==> src/rtl/ir_pkg.sv <==
// Shared state encoding and NEC timing constants for the IR transmit sequencer.
package ir_pkg;

    typedef enum logic [2:0] {
        ST_IDLE,
        ST_LEAD_MARK,
        ST_LEAD_SPACE,
        ST_BIT_MARK,
        ST_BIT_SPACE,
        ST_STOP_MARK,
        ST_GAP
    } ir_state_e;

    localparam int unsigned NEC_LEAD_MARK  = 16;
    localparam int unsigned NEC_LEAD_SPACE = 8;
    localparam int unsigned NEC_RPT_SPACE  = 4;
    localparam int unsigned NEC_ONE_SPACE  = 3;
    localparam int unsigned NEC_BITS       = 32;

    // Unit counter must hold the longest single state (16 units).
    localparam int unsigned UNIT_W = 5;
    localparam int unsigned BIT_W  = $clog2(NEC_BITS);

    // Bit 0 of the word is the first bit on air (addr[0]).
    function automatic logic [NEC_BITS-1:0] nec_frame_word(input logic [7:0] addr,
                                                           input logic [7:0] cmd);
        return {~cmd, cmd, ~addr, addr};
    endfunction

endpackage

==> src/rtl/ir_nec_tx_sequencer_if.sv <==
// Request handshake between the IR command source and the NEC frame sequencer.
interface ir_nec_tx_sequencer_if;
    logic       tx_valid;
    logic       tx_ready;
    logic [7:0] tx_addr;
    logic [7:0] tx_cmd;
    logic       tx_repeat;

    modport master (output tx_valid, tx_addr, tx_cmd, tx_repeat, input tx_ready);
    modport slave  (input tx_valid, tx_addr, tx_cmd, tx_repeat, output tx_ready);
endinterface

==> src/rtl/ir_unit_timer.sv <==
// Prescaler producing one unit_tick per NEC unit, plus a per-state unit counter
// that flags the last tick of a state lasting target_i units.
module ir_unit_timer
    import ir_pkg::*;
#(
    parameter int unsigned TICK_CYCLES = 28125
) (
    input  logic              clk,
    input  logic              reset,
    input  logic              restart_i,
    input  logic [UNIT_W-1:0] target_i,
    output logic              unit_tick_o,
    output logic              expired_o
);

    localparam int unsigned PRESC_W = $clog2(TICK_CYCLES);

    logic [PRESC_W-1:0] presc_q, presc_d;
    logic [UNIT_W-1:0]  units_q, units_d;

    assign unit_tick_o = (presc_q == PRESC_W'(TICK_CYCLES - 1));
    assign expired_o   = unit_tick_o && (units_q == target_i - UNIT_W'(1));

    always_comb begin
        // NOTE: every always_comb output gets a default first so no path can infer a latch.
        presc_d = presc_q + PRESC_W'(1);
        units_d = units_q;
        if (restart_i) begin
            presc_d = '0;
            units_d = '0;
        end else if (unit_tick_o) begin
            presc_d = '0;
            units_d = units_q + UNIT_W'(1);
        end
    end

    always_ff @(posedge clk) begin
        // NOTE: non-blocking assignments so every flop samples pre-edge values.
        if (!reset) begin
            presc_q <= '0;
            units_q <= '0;
        end else begin
            presc_q <= presc_d;
            units_q <= units_d;
        end
    end

endmodule

==> src/rtl/ir_nec_tx_sequencer.sv <==
// NEC frame scheduler: sequences carrier_en through leader, 32 data bits, stop mark
// and frame gap for each accepted command or repeat request.
module ir_nec_tx_sequencer
    import ir_pkg::*;
#(
    parameter int unsigned TICK_CYCLES = 28125,
    parameter int unsigned FRAME_UNITS = 192
) (
    input  logic                   clk,
    input  logic                   reset,
    ir_nec_tx_sequencer_if.slave   tx,
    output logic                   carrier_en,
    output logic                   busy,
    output logic                   done
);

    localparam int unsigned FRAME_W = $clog2(FRAME_UNITS + 1);

    ir_state_e             state_q;
    logic                  carrier_q;
    logic                  ready_q;
    logic                  done_q;
    logic                  rpt_q;
    logic [NEC_BITS-1:0]   shift_q;
    logic [BIT_W-1:0]      bit_cnt_q;
    logic [FRAME_W-1:0]    frame_q;

    logic                  unit_tick;
    logic                  expired;
    logic                  restart;
    logic [UNIT_W-1:0]     target;

    // Timer is held cleared while idle and restarted on every timed state change.
    assign restart = (state_q == ST_IDLE) || (expired && (state_q != ST_GAP));

    always_comb begin
        target = UNIT_W'(1);
        case (state_q)
            ST_LEAD_MARK:  target = UNIT_W'(NEC_LEAD_MARK);
            ST_LEAD_SPACE: target = rpt_q ? UNIT_W'(NEC_RPT_SPACE) : UNIT_W'(NEC_LEAD_SPACE);
            ST_BIT_SPACE:  target = shift_q[0] ? UNIT_W'(NEC_ONE_SPACE) : UNIT_W'(1);
            default:       target = UNIT_W'(1);
        endcase
    end

    ir_unit_timer #(
        .TICK_CYCLES (TICK_CYCLES)
    ) u_timer (
        .clk         (clk),
        .reset       (reset),
        .restart_i   (restart),
        .target_i    (target),
        .unit_tick_o (unit_tick),
        .expired_o   (expired)
    );

    always_ff @(posedge clk) begin
        if (!reset) begin
            state_q   <= ST_IDLE;
            carrier_q <= 1'b0;
            ready_q   <= 1'b1;
            done_q    <= 1'b0;
            rpt_q     <= 1'b0;
            shift_q   <= '0;
            bit_cnt_q <= '0;
            frame_q   <= '0;
        end else begin
            done_q <= 1'b0;
            // Frame counter runs on unit ticks from accept, whatever the state.
            if ((state_q != ST_IDLE) && unit_tick) frame_q <= frame_q + FRAME_W'(1);

            case (state_q)
                ST_IDLE: begin
                    if (tx.tx_valid && ready_q) begin
                        shift_q   <= nec_frame_word(tx.tx_addr, tx.tx_cmd);
                        rpt_q     <= tx.tx_repeat;
                        bit_cnt_q <= '0;
                        frame_q   <= '0;
                        ready_q   <= 1'b0;
                        carrier_q <= 1'b1;
                        state_q   <= ST_LEAD_MARK;
                    end
                end
                ST_LEAD_MARK: if (expired) begin
                    carrier_q <= 1'b0;
                    state_q   <= ST_LEAD_SPACE;
                end
                ST_LEAD_SPACE: if (expired) begin
                    carrier_q <= 1'b1;
                    state_q   <= rpt_q ? ST_STOP_MARK : ST_BIT_MARK;
                end
                ST_BIT_MARK: if (expired) begin
                    carrier_q <= 1'b0;
                    state_q   <= ST_BIT_SPACE;
                end
                ST_BIT_SPACE: if (expired) begin
                    shift_q   <= shift_q >> 1;
                    bit_cnt_q <= bit_cnt_q + BIT_W'(1);
                    carrier_q <= 1'b1;
                    state_q   <= (bit_cnt_q == BIT_W'(NEC_BITS - 1)) ? ST_STOP_MARK : ST_BIT_MARK;
                end
                ST_STOP_MARK: if (expired) begin
                    carrier_q <= 1'b0;
                    done_q    <= 1'b1;
                    state_q   <= ST_GAP;
                end
                ST_GAP: if (unit_tick && (frame_q == FRAME_W'(FRAME_UNITS - 1))) begin
                    frame_q <= '0;
                    ready_q <= 1'b1;
                    state_q <= ST_IDLE;
                end
                default: begin
                    carrier_q <= 1'b0;
                    ready_q   <= 1'b1;
                    state_q   <= ST_IDLE;
                end
            endcase
        end
    end

    assign tx.tx_ready = ready_q;
    assign carrier_en  = carrier_q;
    assign busy        = ~ready_q;
    assign done        = done_q;

endmodule

==> src/flat_wrapper.sv <==
// flat-port wrapper written by rule: the top's interface ports become plain ports
module ir_nec_tx_sequencer_flat import ir_pkg::*;
#(
    parameter int unsigned TICK_CYCLES = 28125,
    parameter int unsigned FRAME_UNITS = 192
)
  (clk, reset, carrier_en, busy, done, tx_tx_valid, tx_tx_addr, tx_tx_cmd, tx_tx_repeat, tx_tx_ready);
  ir_nec_tx_sequencer_if tx_i ();
  input  logic clk;
  input  logic reset;
  output logic carrier_en;
  output logic busy;
  output logic done;
  input wire logic [$bits(tx_i.tx_valid)-1:0] tx_tx_valid;
  input wire logic [$bits(tx_i.tx_addr)-1:0] tx_tx_addr;
  input wire logic [$bits(tx_i.tx_cmd)-1:0] tx_tx_cmd;
  input wire logic [$bits(tx_i.tx_repeat)-1:0] tx_tx_repeat;
  output wire logic [$bits(tx_i.tx_ready)-1:0] tx_tx_ready;
  assign tx_i.tx_valid = tx_tx_valid;
  assign tx_i.tx_addr = tx_tx_addr;
  assign tx_i.tx_cmd = tx_tx_cmd;
  assign tx_i.tx_repeat = tx_tx_repeat;
  assign tx_tx_ready = tx_i.tx_ready;
  ir_nec_tx_sequencer #(.TICK_CYCLES(TICK_CYCLES), .FRAME_UNITS(FRAME_UNITS)) u_core (.clk(clk), .reset(reset), .tx(tx_i), .carrier_en(carrier_en), .busy(busy), .done(done));
endmodule
==> config.mk <==
export PLATFORM = sky130hd
export DESIGN_NAME = ir_nec_tx_sequencer_flat
export DESIGN_NICKNAME = d
export VERILOG_FILES = /design/src/rtl/ir_pkg.sv /design/src/rtl/ir_nec_tx_sequencer_if.sv /design/src/rtl/ir_unit_timer.sv /design/src/rtl/ir_nec_tx_sequencer.sv /design/src/flat_wrapper.sv
export SDC_FILE = /design/constraint.sdc
export NUM_CORES = 1
export LEC_CHECK = 0
export ABC_AREA = 1
export ABC_CLOCK_PERIOD_IN_PS = 3550
export BUFFER_PORTS_ARGS = -buffer_cell sky130_fd_sc_hd__buf_2
export CORE_UTILIZATION = 60
export CTS_CLUSTER_DIAMETER = 40
export CTS_CLUSTER_SIZE = 20
export DETAILED_ROUTE_END_ITERATION = 12
export GPL_TIMING_DRIVEN = 0
export MAX_ROUTING_LAYER = met4
export PLACE_DENSITY = 0.79
export REMOVE_ABC_BUFFERS = 1
export SETUP_SLACK_MARGIN = 0.02
export SLEW_MARGIN = 25
export SYNTH_ARGS = -nofsm -noshare
export SYNTH_HDL_FRONTEND = slang
export SYNTH_HIERARCHICAL = 1
export SYNTH_SLANG_ARGS = --single-unit
==> constraint.sdc <==
create_clock -name clk -period 3.55 [get_ports clk]
set_clock_uncertainty 0.05 [all_clocks]
set_input_delay 0.355 -clock clk [delete_from_list [all_inputs] [get_ports clk]]
set_output_delay 0.355 -clock clk [all_outputs]
set_load 0.01 [all_outputs]
==> results of run 1 <==
## routing by layer
layer  global-route usage  wire [µm]
met1                0.315       3780
met2                0.402       3550
met3               0.0560        338
met4               0.0966        111
met5                    -          0
## sequential cells by signal, summed over array words and instances (netlist names)
register	flops
u_core/shift_q	32
u_core/u_timer/presc_q	15
u_core/frame_q	8
u_core/bit_cnt_q	5
u_core/u_timer/units_q	5
u_core/state_q	3
u_core/carrier_en	1
u_core/done	1
u_core/rpt_q	1
u_core/tx.tx_ready	1
## logic make-up after synthesis
kind of cell,Yosys count,synth area share
xor gates and xnor gates,16,0.0360
DFF,72,0.370
buffers and inverters,88,0.0997
and+or+nand+nor,283,0.332
adders and majority gates,8,0.0257
AOI/OAI and AO/OA,103,0.136
## through the flow
| stage | hold slack [ps] | std cells |
|---|---|---|
| finish | 248 | 666 |
| global route | 243 | 666 |
| CTS | 235 | 666 |
| detailed placement | 393 | 651 |
| global placement | 386 | 651 |
| floorplan | 374 | 553 |
## final timing paths
| kind | slack, ps | startpoint | depth (start not counted) | endpoint |
|---|---|---|---|---|
| max | 520 | u_core/state_q[2] | 12 | u_core/shift_q[18] |
| min | 250 | tx_tx_cmd[7] | 4 | u_core/shift_q[31] |
| max reg2reg | 520 | u_core/state_q[2] | 12 | u_core/shift_q[18] |
| min reg2reg | 400 | u_core/shift_q[1] | 2 | u_core/shift_q[1] |
## power by group
part	leakage [nW]	internal (W)	total [W]	switching, W
clock	0.108	0.000411	0.000718	0.000307
combinational	1.16	0.000387	0.00120	0.000815
sequential	0.587	0.000969	0.00108	0.000107
total	1.86	0.00177	0.00300	0.00123
## cell usage in the layout (no fill, tap or decap), types with 2 or more instances in the layout
master / instances
o21ai_0: 53
nor2_1: 64
bufinv_16: 2
inv_2: 3
buf_2: 23
nand2_4: 5
o21ai_1: 7
clkbuf_8: 10
nand3_1: 35
nor3_1: 2
nor2_2: 11
nand3b_1: 2
nand4_1: 14
nor2_4: 4
xor2_1: 9
inv_1: 67
nand2_2: 6
xnor2_1: 7
ha_1: 8
nand2_1: 135
dfxtp_1: 72
a21oi_1: 41
## final cells by class
class / count / area share
Multi-Input combinational cell: 410 / 0.491
Sequential cell: 72 / 0.343
Inverter: 71 / 0.0640
Clock buffer: 10 / 0.0328
Timing Repair Buffer: 23 / 0.0274
Tap cell: 75 / 0.0223
Clock inverter: 5 / 0.0194
## tightest hold or removal path, stage by stage
cell and delay (ps):
buf_2 80, inv_1 40, nand2_1 60, a21oi_1 50
==> impl_metrics.tcl, run 1 <==
set metrics [dict create \
    critPathBufInv 2 \
    dr.first_iter.drc_count 208 \
    crit_path_top_delay_cell "dfxtp_1" \
    diodes 0 \
    clock-sinks 72 \
    grt_max_degree 45 \
    cp-start-kind "flip-flop" \
    cts_buffer_depth 2 \
    io_buffers 23 \
    power_w 0.00300 \
    async_reset_ff_frac 0 \
    dpl_cell_area_um2 3980 \
    wl_um 7780 \
    num_rows 28 \
    slew_viol_final 0 \
    post-route-period-util 0.853 \
    synth.most_common_cell "nand2_1" \
    max_cap_viol_count 0 \
    place.gp.congestion 0.923 \
    seq_area_frac_synth 0.370 \
    cp_top_family "simple AND/OR/NAND/NOR gates" \
    io_pins 24 \
    layout-drive-gt1-share 0.124 \
    setup.worst_path.class "flip-flop to flip-flop" \
    grt_pass1_vias 3002 \
    fin_crit_ps 3030 \
    max_stage_delay_ps 530 \
    utilization 0.689 \
    synth_top_flop_cell "dfxtp_1" \
    hold_class "input pin to flip-flop" \
    antenna_found_initial 0 \
    path_clk_slew_ps 80 \
    power.density_nw_per_um2 713 \
    drc 0 \
    yosysTopAreaCell "dfxtp_1" \
    cts_tree "done" \
    netlist_top_cells_area "dfxtp_1 37%, nand2_1 13%, o21ai_0 6.8%" \
    cts_root_buffer "clkbuf_8" \
    rsz0062_at_grt "no" \
    tightest_slew_ps 696 \
    synth_top_area_frac 0.370 \
    synth_common_cells "135 x nand2_1, 72 x dfxtp_1, 67 x inv_1, 64 x nor2_1, 53 x o21ai_0" \
    vias 3546 \
    ys_ff_latch 72 \
    layout.area.seq_um2 1440 \
    cts_buffers 9 \
    tns_ps 0 \
    multi_input_area_um2 2060 \
    wl_per_cell_um 11.7 \
    cp-end-kind "flip-flop" \
    cp_data_arrival_time_ps 3260 \
    path_cells "nand2_2 -> nor2_1 -> inv_1 -> ha_1 -> xor2_1 -> nand4_1 -> nor2_1 -> inv_1 -> nor2_2 -> nor2_4 -> o21ai_0 -> a21oi_1" \
    htree_num_levels 3 \
    finalSetupViolCount 0 \
    start_util 0.638 \
    antenna_left 0 \
    path_max_fanout 41 \
    syn2layout_area_growth_pct 7.94 \
    pre_cts_ws_ps 542 \
    die_area_um2 6810 \
    chipWidth_um 82.5 \
    ys.warnings.count 6 \
    status "completed" \
    leakagePower_nw 1.86 \
    required_ps 3780 \
    core-area_um2 6100 \
    fin_nets 615 \
    fmax_mhz 330 \
    netlist_area_um2 3890 \
    synth-edff-count 0 \
    peakVddDrop_v 0.000504 \
    synthDistinctLibCells 32 \
    nFillCells 536 \
    grt.total_usage 0.254 \
    dr.pass1.iters 5 \
    finalHoldViolCount 0 \
    cts_resized 0 \
    hpwl_um 5240 \
    ctsHoldBuffers 0 \
    stdcell_area_um2 4200 \
    slew-limit-headroom 0.536 \
    grt_overflow 0 \
    worst_slack_ps 521 \
    grt_pass1_wl_um 12900 \
    die_height_um 82.5 \
    via_per_inst 5.32 \
    cts_setup_buffers 0 \
    postSynthAreaPerCell_um2 6.83 \
    synthCells 570 \
    clkLatencyLatePin_ps 340 \
]
Note: power is estimated with default switching activity, not from simulation.
==> inputs of run 2 (changes only) <==
--- a/config.mk
+++ b/config.mk
@@ -8,13 +8,15 @@
 export ABC_AREA = 1
 export ABC_CLOCK_PERIOD_IN_PS = 3550
 export BUFFER_PORTS_ARGS = -buffer_cell sky130_fd_sc_hd__buf_2
-export CORE_UTILIZATION = 60
+export CELL_PAD_IN_SITES_DETAIL_PLACEMENT = 0
+export CELL_PAD_IN_SITES_GLOBAL_PLACEMENT = 1
+export CORE_UTILIZATION = 44
 export CTS_CLUSTER_DIAMETER = 40
 export CTS_CLUSTER_SIZE = 20
 export DETAILED_ROUTE_END_ITERATION = 12
 export GPL_TIMING_DRIVEN = 0
 export MAX_ROUTING_LAYER = met4
-export PLACE_DENSITY = 0.79
+export PLACE_DENSITY_LB_ADDON = 0.1
 export REMOVE_ABC_BUFFERS = 1
 export SETUP_SLACK_MARGIN = 0.02
 export SLEW_MARGIN = 25
==> run 2 against run 1 <==
- fmax is 1.4% lower
- critical path depth grew 1
- worst hold slack worse by 12 ps
- first-iteration DRC count is 26% lower
- count of clock-buffer cells in the layout up 1
- flip-flop and latch count unchanged
- register-to-register slack got worse by 40 ps
- largest cell class unchanged
- sequential share of layout area shrank 0.51 points
- design area rose by 1.5%
- non-clock buffer count unchanged
- sequential power hardly changed
- total power grew 2.7%
==> impl_metrics.tcl, run 2 (synthesized netlist as in run 1, its figures left out) <==
set metrics [dict create \
    reg2reg_depth 13 \
    vias 3483 \
    setup.worst_path.class "flip-flop to flip-flop" \
    cts_root_buffer "clkbuf_8" \
    htree_num_levels 3 \
    max_cap_viol_count 0 \
    tightest_slew_ps 687 \
    layout-drive-gt1-share 0.123 \
    hold_slack_ps 236 \
    finalHoldViolCount 0 \
    cts_setup_buffers 0 \
    startpoint "u_core/state_q[1]" \
    drc 0 \
    utilization 0.509 \
    syn2layout_area_growth_pct 9.58 \
    hold_class "input pin to flip-flop" \
    slew-limit-headroom 0.542 \
    die_height_um 96.0 \
    power.density_nw_per_um2 721 \
    core-area_um2 8380 \
    hold_end "u_core/shift_q[31]" \
    wl_um 8030 \
    num_rows 33 \
    slew_viol_final 0 \
    clock-sinks 72 \
    grt_pass1_vias 3082 \
    peakVddDrop_v 0.000390 \
    via_per_inst 5.00 \
    hold_depth 4 \
    place.gp.congestion 0.873 \
    top_regs "u_core/shift_q x32, u_core/u_timer/presc_q x15, u_core/frame_q x8" \
    dr.pass1.iters 6 \
    layout_commonest_cell "nand2_1" \
    cts_buffers 9 \
    cp-start-kind "flip-flop" \
    cp-end-kind "flip-flop" \
    grt_overflow 0 \
    layout.area.seq_um2 1440 \
    wl_per_cell_um 11.5 \
    nFillCells 881 \
    dpl_cell_area_um2 4020 \
    cts_buffer_depth 2 \
    cts_tree "done" \
    required_ps 3710 \
    die_area_um2 9220 \
    clkLatencyLatePin_ps 340 \
    start_util 0.464 \
    antenna_found_initial 0 \
    io_pins 24 \
    status "completed" \
    top_register "u_core/shift_q" \
    io_buffers 23 \
    worstReg2RegStart "u_core/state_q[1]" \
    chipWidth_um 96.0 \
    placed_cells 681 \
    fin_crit_ps 3070 \
    grt.total_usage 0.194 \
    fmax_mhz 326 \
    post-route-period-util 0.865 \
    path_max_fanout 41 \
    largest_reg_flops 32 \
    hpwl_um 5560 \
    fin_nets 615 \
    stdcell_area_um2 4260 \
    r2r_slack_ps 480 \
    min_from "tx_tx_cmd[7]" \
    r2r_end "u_core/shift_q[20]" \
    diodes 0 \
    stdcell_count 697 \
    dr.first_iter.drc_count 154 \
    cp_data_arrival_time_ps 3230 \
    rsz0062_at_grt "no" \
    cts_resized 0 \
    path_clk_slew_ps 80 \
    grt_pass1_wl_um 13600 \
    tns_ps 0 \
    leakagePower_nw 1.87 \
    grt_max_degree 45 \
    finalSetupViolCount 0 \
    multi_input_area_um2 2060 \
    final_cell_mix "135 x nand2_1, 72 x dfxtp_1, 67 x inv_1" \
    antenna_left 0 \
    ctsHoldBuffers 0 \
]
## run 2: worst max-delay path by stage
stage / to / slack, ps
2_1_floorplan: u_core/shift_q[18] / 1050
3_5_place_dp: u_core/shift_q[20] / 380
6_report: u_core/shift_q[20] / 480
4_1_cts: u_core/shift_q[20] / 360
3_3_place_gp: u_core/shift_q[20] / 430
5_1_grt: u_core/u_timer/presc_q[9] / 70
## run 2: area by class of cell
type | instances | area share
clock buffers | 11 | 0.0332
multi-input cells | 410 | 0.484
flip-flops and latches | 72 | 0.338
well taps | 105 | 0.0308
clock inverters | 5 | 0.0244
repair buffers | 23 | 0.0270
inverters | 71 | 0.0631
## run 2: report_power, final
| group | switching [W] | internal (W) |
|---|---|---|
| logic | 0.000805 | 0.000388 |
| clock network | 0.000321 | 0.000487 |
| registers | 0.000107 | 0.000969 |
| total | 0.00123 | 0.00184 |
## run 2: critical path, cell delays in order, from the launching register on
cell and delay [ps]:
dfxtp_1 400, nor2_4 190, nand2_2 400, nor2_1 210
inv_1 80, ha_1 310, xor2_1 150, nand4_1 100
nor2_1 250, inv_1 140, nor2_2 240, nor2_4 170
o21ai_0 210, a21oi_1 50
## run 2: metal layers
metal	GRT usage	up-vias	wire length (µm)
li1	-	1854	-
met1	0.243	1572	3970
met4	0.0535	0	121
met5	-	-	0
met2	0.309	43	3710
met3	0.0498	14	227
## run 2: through the flow
step	power [W]	setup WS (ps)
finish	0.00308	478
global route	0.00334	67.0
CTS	0.00312	361
detailed placement	0.00229	385
global placement	0.00228	432
floorplan	0.00202	1050
==> inputs of run 3 (changes only) <==
==> constraint.sdc (replaced) <==
create_clock -name clk -period 3.55 [get_ports clk]
set_clock_uncertainty 0.05 [all_clocks]
set_input_delay 0 -clock clk [delete_from_list [all_inputs] [get_ports clk]]
set_output_delay 0 -clock clk [all_outputs]
set_load 0.01 [all_outputs]
==> run 3 against run 2 <==
- worst hold slack got worse by 160 ps
- cell count up 2.4%
- non-clock buffer count is 17 higher
- clock power hardly changed
- register-to-register slack got worse by 40 ps
- total power increased by 0.67%
- utilization increased by 2.0 points
- via count is 1.5% higher
- critical path depth unchanged
- largest power group unchanged
==> impl_metrics.tcl, run 3 (synthesized netlist as in run 1, its figures left out) <==
set metrics [dict create \
    finalSetupViolCount 0 \
    hold_class "input pin to flip-flop" \
    cts_setup_buffers 0 \
    finalHoldViolCount 0 \
    worst_slack_ps 435 \
    largest_reg_flops 32 \
    drc 0 \
    clock-sinks 72 \
    grt_pass1_wl_um 13900 \
    top_register "u_core/shift_q" \
    grt_pass1_vias 3172 \
    placed_cells 681 \
    top_regs "u_core/shift_q x32, u_core/u_timer/presc_q x15, u_core/frame_q x8" \
    cts_buffers 9 \
    grt_use_met3 0.0498 \
    path_max_fanout 41 \
    setup.worst_path.class "flip-flop to flip-flop" \
    pre_cts_ws_ps 385 \
    wl_per_cell_um 11.6 \
    critPathBufInv 2 \
    fin_crit_ps 3120 \
    dr.first_iter.drc_count 154 \
    layout-drive-gt1-share 0.120 \
    nFillCells 872 \
    leakagePower_nw 1.94 \
    antenna_left 0 \
    rsz0062_at_grt "no" \
    met2_usage 0.319 \
    cp_data_arrival_time_ps 3280 \
    via_per_inst 4.95 \
    crit_path_top_delay_cell "nand2_2" \
    cp-end-kind "flip-flop" \
    path_cells "nor2_4 -> nand2_2 -> nor2_1 -> inv_1 -> ha_1 -> xor2_1 -> nand4_1 -> nor2_1 -> inv_1 -> nor2_2 -> nor2_4 -> o21ai_0 -> a21oi_1" \
    cts_tree "done" \
    power.density_nw_per_um2 698 \
    cts_root_buffer "clkbuf_8" \
    post-route-period-util 0.878 \
    tightest_slew_ps 688 \
    core-area_um2 8380 \
    vias 3535 \
    required_ps 3710 \
    layout_commonest_cell "nand2_1" \
    fin_nets 632 \
    die_height_um 96.0 \
    io_buffers 23 \
    syn2layout_area_growth_pct 14.0 \
    final_cell_mix "135 x nand2_1, 72 x dfxtp_1, 67 x inv_1" \
    fmax_mhz 321 \
    use_met1 0.245 \
    grt_busiest_layer "met2" \
    place.gp.congestion 0.873 \
    cp_top_family "simple AND/OR/NAND/NOR gates" \
    hpwl_um 5560 \
    dr.pass1.iters 6 \
    antenna_found_initial 0 \
    cp-start-kind "flip-flop" \
    max_cap_viol_count 0 \
    die_area_um2 9220 \
    wl_um 8280 \
    io_pins 24 \
    grt.total_usage 0.198 \
    tns_ps 0 \
    status "completed" \
    num_rows 33 \
    slew_viol_final 0 \
    stdcell_count 714 \
    diodes 0 \
    path_clk_slew_ps 80 \
    grt_max_degree 45 \
    peakVddDrop_v 0.000390 \
    cts_buffer_depth 2 \
    start_util 0.464 \
    slew-limit-headroom 0.541 \
    grt_overflow 0 \
    chipWidth_um 96.0 \
    clkLatencyLatePin_ps 340 \
    max_stage_delay_ps 410 \
    htree_num_levels 3 \
]
run 3: changes by cell type in the layout (fill, tap and decap cells not counted), sizes merged:
cell and delta:
dlygate4sd3 +17
run 3: worst register-to-register path, cell delays in order (launching register included):
cell	delay, ps
dfxtp_1	400
nor2_4	190
nand2_2	410
nor2_1	220
inv_1	80
ha_1	310
xor2_1	150
nand4_1	100
nor2_1	250
inv_1	140
nor2_2	240
nor2_4	170
o21ai_0	240
a21oi_1	60
run 3: area by class of cell:
| type | count | area (µm²) | area share |
|---|---|---|---|
| Multi-Input combinational cell | 410 | 2060 | 0.465 |
| Sequential cell | 72 | 1440 | 0.325 |
| Timing Repair Buffer | 40 | 285 | 0.0643 |
| Inverter | 71 | 269 | 0.0607 |
| Clock buffer | 11 | 141 | 0.0319 |
| Tap cell | 105 | 131 | 0.0296 |
| Clock inverter | 5 | 104 | 0.0234 |
run 3: through the flow:
| step | util | hold slack (ps) | total power, W | cell area (µm²) |
|---|---|---|---|---|
| 3_5_place_dp | 0.479 | 243 | 0.00229 | 4020 |
| 3_3_place_gp | 0.479 | 244 | 0.00228 | 4020 |
| 2_1_floorplan | - | 34.6 | 0.00202 | 3770 |
| 5_1_grt | 0.529 | 114 | 0.00336 | 4430 |
| 6_report | 0.529 | 73.3 | 0.00310 | 4430 |
| 4_1_cts | 0.529 | 55.6 | 0.00313 | 4430 |
run 3: per-layer routing:
layer | routed length [µm] | vias to the layer above
met4 | 120 | 0
li1 | - | 1888
met5 | 0 | -
met2 | 3840 | 45
met3 | 234 | 12
met1 | 4080 | 1590
run 3: where the power goes:
| part | internal, W | switching (W) | leakage (nW) |
|---|---|---|---|
| combinational | 0.000400 | 0.000814 | 1.23 |
| sequential | 0.000969 | 0.000107 | 0.587 |
| clock | 0.000487 | 0.000320 | 0.124 |
| total | 0.00186 | 0.00124 | 1.94 |
run 3: worst paths after layout:
path / start / to / slack, ps / cells after the start
hold / removal: tx_tx_valid / u_core/shift_q[31] / 70 / 5
hold reg to reg: u_core/shift_q[20] / u_core/shift_q[20] / 400 / 2
setup reg to reg: u_core/state_q[1] / u_core/shift_q[20] / 430 / 13
setup / recovery: u_core/state_q[1] / u_core/shift_q[20] / 430 / 13
run 3: repair_timing:
item,in CTS,in global routing
gates resized for setup,0,0
hold endpoints to repair,28,0
hold buffers,17,0
